[config.mk]
export PLATFORM = sky130hd
export DESIGN_NAME = adder_tree_scheduler
export DESIGN_NICKNAME = d
export VERILOG_FILES = /design/src/rtl/adder_tree_scheduler.sv
export SDC_FILE = /design/constraint.sdc
export NUM_CORES = 1
export LEC_CHECK = 0
export BUFFER_PORTS_ARGS = -buffer_cell sky130_fd_sc_hd__buf_2
export CELL_PAD_IN_SITES_DETAIL_PLACEMENT = 1
export CELL_PAD_IN_SITES_GLOBAL_PLACEMENT = 1
export CORE_AREA = 4 4 601 603
export CTS_BUF_LIST = sky130_fd_sc_hd__clkbuf_4 sky130_fd_sc_hd__clkbuf_8
export CTS_CLUSTER_SIZE = 10
export DETAILED_ROUTE_END_ITERATION = 6
export DIE_AREA = 0 0 605 607
export PLACE_DENSITY = 0.3
export SYNTH_ARGS = -nofsm -noshare
export SYNTH_HDL_FRONTEND = slang
export SYNTH_SLANG_ARGS = --single-unit
[constraint.sdc]
create_clock -name clk -period 3.1 [get_ports clk]
set_input_delay 0.155 -clock clk [delete_from_list [all_inputs] [get_ports clk]]
set_output_delay 0.155 -clock clk [all_outputs]
set_load 0.05 [all_outputs]
[src/rtl/adder_tree_scheduler.sv]
// rtl/adder_tree_scheduler.sv - round-robin time-sharing of one external adder tree with per-burst accumulation
module adder_tree_scheduler #(
    parameter  int DATA_WIDTH = 32,
    parameter  int NUM_INPUTS = 9,
    parameter  int NUM_REQ    = 4,
    parameter  int ID_WIDTH   = 2,
    parameter  int ACC_WIDTH  = 48,
    localparam int SUM_WIDTH  = NUM_INPUTS + DATA_WIDTH + 1,
    localparam int VEC_WIDTH  = NUM_INPUTS * DATA_WIDTH
) (
    input  logic                         clk,
    input  logic                         rst_n,
    input  logic [NUM_REQ-1:0]           req_valid,
    input  logic [NUM_REQ-1:0]           req_last,
    input  logic [NUM_REQ*VEC_WIDTH-1:0] req_data,
    output logic [NUM_REQ-1:0]           req_ready,
    output logic [VEC_WIDTH-1:0]         tree_in_data,
    input  logic [SUM_WIDTH-1:0]         tree_out_data,
    output logic                         res_valid,
    input  logic                         res_ready,
    output logic [ACC_WIDTH-1:0]         res_data,
    output logic [ID_WIDTH-1:0]          res_id,
    output logic                         res_ovf,
    output logic                         busy
);

    typedef enum logic [1:0] {
        IDLE = 2'd0,
        LOAD = 2'd1,
        SUM  = 2'd2,
        OUT  = 2'd3
    } state_t;

    state_t                state;
    logic [ID_WIDTH-1:0]   rr_ptr;
    logic                  first;
    logic                  last_reg;

    logic                  pick_found;
    logic [ID_WIDTH-1:0]   pick_id;
    logic [NUM_REQ-1:0]    pick_onehot;
    logic [NUM_REQ-1:0]    grant_onehot;
    logic                  sel_valid;
    logic                  sel_last;
    logic [VEC_WIDTH-1:0]  sel_data;
    logic [ACC_WIDTH:0]    acc_base;
    logic [ACC_WIDTH:0]    acc_next;

    // Round-robin scan starting one past the previous winner.
    always_comb begin
        pick_found = 1'b0;
        pick_id    = '0;
        for (int i = 1; i <= NUM_REQ; i++) begin
            for (int r = 0; r < NUM_REQ; r++) begin
                if (!pick_found && (r == (int'(rr_ptr) + i) % NUM_REQ) && req_valid[r]) begin
                    pick_found = 1'b1;
                    pick_id    = ID_WIDTH'(r);
                end
            end
        end
    end

    // res_id doubles as the latched grant for the whole burst.
    always_comb begin
        pick_onehot  = '0;
        grant_onehot = '0;
        sel_valid    = 1'b0;
        sel_last     = 1'b0;
        sel_data     = '0;
        for (int r = 0; r < NUM_REQ; r++) begin
            if (pick_id == ID_WIDTH'(r)) begin
                pick_onehot[r] = 1'b1;
            end
            if (res_id == ID_WIDTH'(r)) begin
                grant_onehot[r] = 1'b1;
                sel_valid       = req_valid[r];
                sel_last        = req_last[r];
                sel_data        = req_data[r*VEC_WIDTH +: VEC_WIDTH];
            end
        end
    end

    // One extra bit catches the carry out of the accumulator.
    always_comb begin
        acc_base = first ? '0 : {1'b0, res_data};
        acc_next = acc_base + (ACC_WIDTH+1)'(tree_out_data);
    end

    always_ff @(posedge clk) begin
        if (!rst_n) begin
            state        <= IDLE;
            rr_ptr       <= ID_WIDTH'(NUM_REQ - 1);
            first        <= 1'b1;
            last_reg     <= 1'b0;
            req_ready    <= '0;
            tree_in_data <= '0;
            res_valid    <= 1'b0;
            res_data     <= '0;
            res_id       <= '0;
            res_ovf      <= 1'b0;
            busy         <= 1'b0;
        end else begin
            case (state)
                IDLE: begin
                    if (pick_found) begin
                        res_id    <= pick_id;
                        req_ready <= pick_onehot;
                        busy      <= 1'b1;
                        state     <= LOAD;
                    end
                end
                LOAD: begin
                    if (sel_valid) begin
                        tree_in_data <= sel_data;
                        last_reg     <= sel_last;
                        req_ready    <= '0;
                        state        <= SUM;
                    end
                end
                SUM: begin
                    res_data <= acc_next[ACC_WIDTH-1:0];
                    res_ovf  <= (first ? 1'b0 : res_ovf) | acc_next[ACC_WIDTH];
                    first    <= 1'b0;
                    if (last_reg) begin
                        res_valid <= 1'b1;
                        state     <= OUT;
                    end else begin
                        req_ready <= grant_onehot;
                        state     <= LOAD;
                    end
                end
                OUT: begin
                    if (res_ready) begin
                        res_valid <= 1'b0;
                        rr_ptr    <= res_id;
                        first     <= 1'b1;
                        busy      <= 1'b0;
                        state     <= IDLE;
                    end
                end
                default: state <= IDLE;
            endcase
        end
    end

endmodule
# Word level (Yosys, flattened, before mapping)
# Index checks and enable logic that the tools add are counted.
[totals]
elab_cells = 184
out_inout_bits = 345
reg_bits = 351
input_bits = 1205
[classes]
n_bitwise = 5
mux = 69
reduce_logical = 68
addsub = 5
n_eq_ne = 26
[ops]
columns = ["cell", "n"]
rows = [
  ["two-way mux 288 bit", 4],
  ["zero test 32 bit", 4],
  ["adder 48 x 42 -> 49 bit", 1],
  ["two-way mux 48 bit", 1],
  ["two-way mux 1 bit", 38],
  ["two-way mux 2 bit", 18],
  ["logical AND 1 bit", 31],
  ["== test 3 bit, first input constant", 8],
  ["zero test 1 bit", 15],
  ["== test 2 bit, second input constant", 6],
  ["== test 2 x 3 -> 1 bit, first input constant", 4],
  ["two-way mux 4 bit", 3],
  ["one-hot mux 4 bit (3 select lines)", 1],
  ["inequality test 2 bit, second input constant", 5],
  ["AND reduction 3 bit", 3],
  ["one-hot mux 2 bit (4 select lines)", 1],
  ["AND reduction 2 bit", 4],
  ["OR reduction 2 bit", 4],
  ["== test 2 x 1 -> 1 bit, second input constant", 3],
  ["zero test 2 bit", 3],
  ["one-hot mux 1 bit (2 select lines)", 3],
  ["adder 2 x 1 -> 2 bit, second input constant", 2],
  ["adder 2 bit, second input constant", 2],
  ["AND 1 bit, first input constant", 4],
  ["other kinds (4)", 5],
]

# Longest topological paths before layout
[logic_depth]
depth_word = 70
depth_mapped = 14
mapped_depth_nobuf = 13

# Least setup slack after synthesis
# OpenSTA, ideal clock, no wires.
[synth_path]
path_kind = "reg2reg"
from = "reg res_data[0]"
to = "reg res_data[46]"
path_buffers = 0
slack_ns = 0.085
t_arrival_ns = 2.919
path_stages_with_launch = 14
setup_ns = 0.096
required_time_ns = 3.004
synth_period_minus_slack_ns = 3.015
cell_sequence = "dfxtp_1 > nor2b_1 > ha_1 > inv_1 > fa_1 > nor2b_1 > o31ai_1 > a211oi_1 > a21oi_2 > a211oi_1 > o21ai_1 > nand2b_2 > a41oi_1 > o41ai_2"
[synth_between]
elab_chain_cells = 2
[synth_rtl]
columns = ["item", "line_no", "text"]
rows = [
  ["from (decl)", "21", "output logic [ACC_WIDTH-1:0] res_data,"],
  ["from (signal assigned)", "121", "res_data <= acc_next[ACC_WIDTH-1:0];"],
  ["two-way mux 48 bit", "85", "acc_base = first ? '0 : {1'b0, res_data};"],
  ["adder 48 x 42 -> 49 bit", "86", "acc_next = acc_base + (ACC_WIDTH+1)'(tree_out_data);"],
]
# Every way passes these cells.
# A chain may end at the register's enable or synchronous reset.

# Worst setup path in the final report
[layout_path]
from = "reg first"
to = "reg res_data[45]"
[layout_between]
elab_chain_cells = 2
[layout_rtl]
columns = ["item", "line_no", "text"]
rows = [
  ["from (decl)", "36", "logic first;"],
  ["from (signal assigned)", "93", "first <= 1'b1;"],
  ["from (signal assigned)", "123", "first <= 1'b0;"],
  ["from (signal assigned)", "136", "first <= 1'b1;"],
  ["two-way mux 48 bit", "85", ""],
  ["adder 48 x 42 -> 49 bit", "86", ""],
]
# Every way passes these cells.

==> flow_metrics.tcl <==
set metrics [dict create \
    required_ps 3890 \
    start_util 0.06148 \
    stdcell_area_um2 45410 \
    finalSetupViolations 0 \
    final.min_clock_period_ps 2998 \
    max_cap_viol_count 0 \
    fmax_ghz 0.3336 \
    ys_async_sr_fraction 0 \
    path_clk_slew_ps 60 \
    netlist_instances 2291 \
    drt-total-wl_um 284700 \
    endpoint_kind "register" \
    grt_start_max_net_pins 82 \
    hp-start "tree_out_data[0]" \
    clk_latency_ps 890 \
    numCtsBuffers 93 \
    largest_register "tree_in_data" \
    die_w_um 605 \
    antenna_found_initial 250 \
    grt-ovfl-total 0 \
    first_global_vias 31883 \
    final_cell_mix "buf_2 (1549), dlygate4sd3_1 (635), nand2_1 (620)" \
    maxSlewViolCount 0 \
    largest_reg_flops 288 \
    ys_seq_elements 351 \
    rrSetupSlack_ps 100 \
    p_total_w 0.03140 \
    path_max_fanout 7 \
    holdWs_ps 203.3 \
    synth_area_um2 21850 \
    ys_seq_area_frac 0.3216 \
    startpoint "first" \
    ios 1550 \
    postRouteAntennaNets 0 \
    startpoint_type "register" \
    drc 0 \
    leakagePower_nw 18.20 \
    synthFlopType "dfxtp_1" \
    ir_drop_mv 0.3385 \
    setup-tns-final_ps 0 \
    r2r-start "first" \
    finalClockSkew_ps 94.26 \
    core_area_um2 355400 \
    die_h_um 607 \
    cts_root_buffer "clkbuf_8" \
    syn_avg_cell_area_um2 9.537 \
    post_drt_wl_per_cell_um 30.06 \
    std_cell_rows 219 \
    yosys_warnings 0 \
    ys_types 73 \
    io_buffers 1549 \
    fillers 42263 \
    post-route-period-util 0.9669 \
    cp_data_arrival_time_ps 3780 \
    gp_congestion 0.8772 \
    area_delta_synth_final_pct 107.8 \
    largestRegisters "tree_in_data (288), res_data (48), req_ready (4)" \
    hold_class "in -> reg" \
    power_density_nw_per_um2 691.6 \
    die_area_um2 367200 \
    dp_hpwl_um 252400 \
    cts_tree "built" \
    synth_fp_nets 3543 \
    worst_pin_slew_ps 1044 \
    nets 5826 \
    grt_usage 0.1479 \
    critPathKind "reg -> reg" \
    ctsHtreeMaxLevel 3 \
    place_area_um2 36580 \
    cts.sinks 351 \
    grt_pass1_wl_um 353400 \
    vias 30167 \
    post_drt_via_cell_ratio 3.185 \
    cts_max_path_buffers 4 \
    drt_iter0_markers 1639 \
    layout_commonest_cell "buf_2" \
    status "finished clean" \
    dr.pass1.iters 5 \
    hold_viol 0 \
    drive_gt1_frac 0.4860 \
    slew_headroom 0.2931 \
    synth-edff-count 0 \
    rsz0062_at_grt "yes" \
]
[cells in the mapped netlist (3+ instances only)]
cell type  number  area [µm²]
and2_1          5       31.28
nor2b_1        46       287.8
o21ai_0        23       115.1
o21bai_1        6       45.04
o21ai_1         5       25.02
buf_1           9       33.78
xnor2_1        24       210.2
a31oi_1         3       18.77
a21boi_0        4       30.03
o31ai_1         5       37.54
nand3_1        23       115.1
dfxtp_1       351        7027
a21o_1         16       120.1
o22ai_1         6       37.54
inv_1          27       101.4
a41oi_1         4       35.03
nor3_1         12       60.06
nand4b_1        4       35.03
nor2_1         87       326.6
nand2b_1        9       56.30
and3_1          4       25.02
mux2i_1        31       310.3
xor2_1          7       61.31
o211ai_1        7       52.55
a22oi_1         4       30.03
nor4_1          3       18.77
ha_1           46       575.6
nand4_1        10       62.56
buf_2          18       90.09
o21a_1         11       82.58
clkbuf_1      163       611.8
a21oi_1       341        1707
and4_1          3       26.28
nand2_1       621        2331
a31o_1          3       26.28
a211oi_1       17       127.6
a21oi_2         3       26.28
mux4_2        290        6531
[report_power, final]
part / switching [W] / internal (W) / total, W
logic: 0.0112 / 0.00713 / 0.0184
registers: 0.000671 / 0.00550 / 0.00617
clock network: 0.00298 / 0.00388 / 0.00686
total: 0.0149 / 0.0165 / 0.0314
[final timing paths]
check / end / cells after the start
setup / recovery: res_data[45] / 14
setup reg to reg: res_data[45] / 14
hold / removal: res_data[0] / 5
hold reg to reg: tree_in_data[151] / 2
[cells by family (layout without fill, tap and decap cells)]
logic type	Yosys count	after routing	synth area share
other	0	84	0
adders and majority gates	47	47	0.02726
DFF	351	351	0.3216
AOI/OAI and AO/OA	485	485	0.1287
muxes	322	322	0.3136
buffers and inverters	218	2565	0.03848
and+or+nand+nor	837	837	0.1579
xor gates and xnor gates	31	31	0.01243
[final cells by class]
type | count | area, µm² | area share
inverter | 28 | 112.6 | 0.002480
antenna | 84 | 210.2 | 0.004629
tap | 4751 | 5944 | 0.1309
clock buffer | 142 | 1779 | 0.03918
sequential | 351 | 7038 | 0.1550
timing repair buffer | 2378 | 15920 | 0.3505
clock inverter | 17 | 181.4 | 0.003995
multi-input combinational | 1722 | 14220 | 0.3133
[per-stage QoR]
| stage | util | worst slack, ps | instances |
|---|---|---|---|
| after floorplan | - | 85.29 | 2291 |
| final | 0.1278 | 102.5 | 9473 |
| after global placement | 0.1029 | -330.3 | 8590 |
| after CTS | 0.1265 | 5.592 | 9385 |
| after detailed placement | 0.1029 | -305.2 | 8590 |
| after global routing | 0.1274 | -40.35 | 9424 |
[repair_timing]
item                                    CTS  global route
hold endpoints to repair                351             0
pin swaps                                 1            15
gates resized for setup                  12            44
gates cloned                              0             0
buffers inserted                          0             5
endpoints found under the setup margin   21            22
hold buffers                            636             0
[worst max-delay path, stage by stage, from the launching register on]
cell and delay, ps:
dfxtp_4 410, buf_4 170, buf_12 120, nor2b_1 50, ha_1 320, a21oi_1 90, o211ai_1 230, a31o_1 250
a311oi_4 120, buf_6 150, o31ai_4 300, buf_4 190, mux2i_1 170, a211oi_1 60, o31ai_1 250
[metal layers]
metal	up-vias	global-route usage	wire [µm]
li1	13056	-	-
met1	15084	0.1749	111400
met2	1417	0.2515	135900
met3	520	0.05585	27550
met4	90	0.03536	9293
met5	-	0	562
Power figures use the tool's default switching activity.
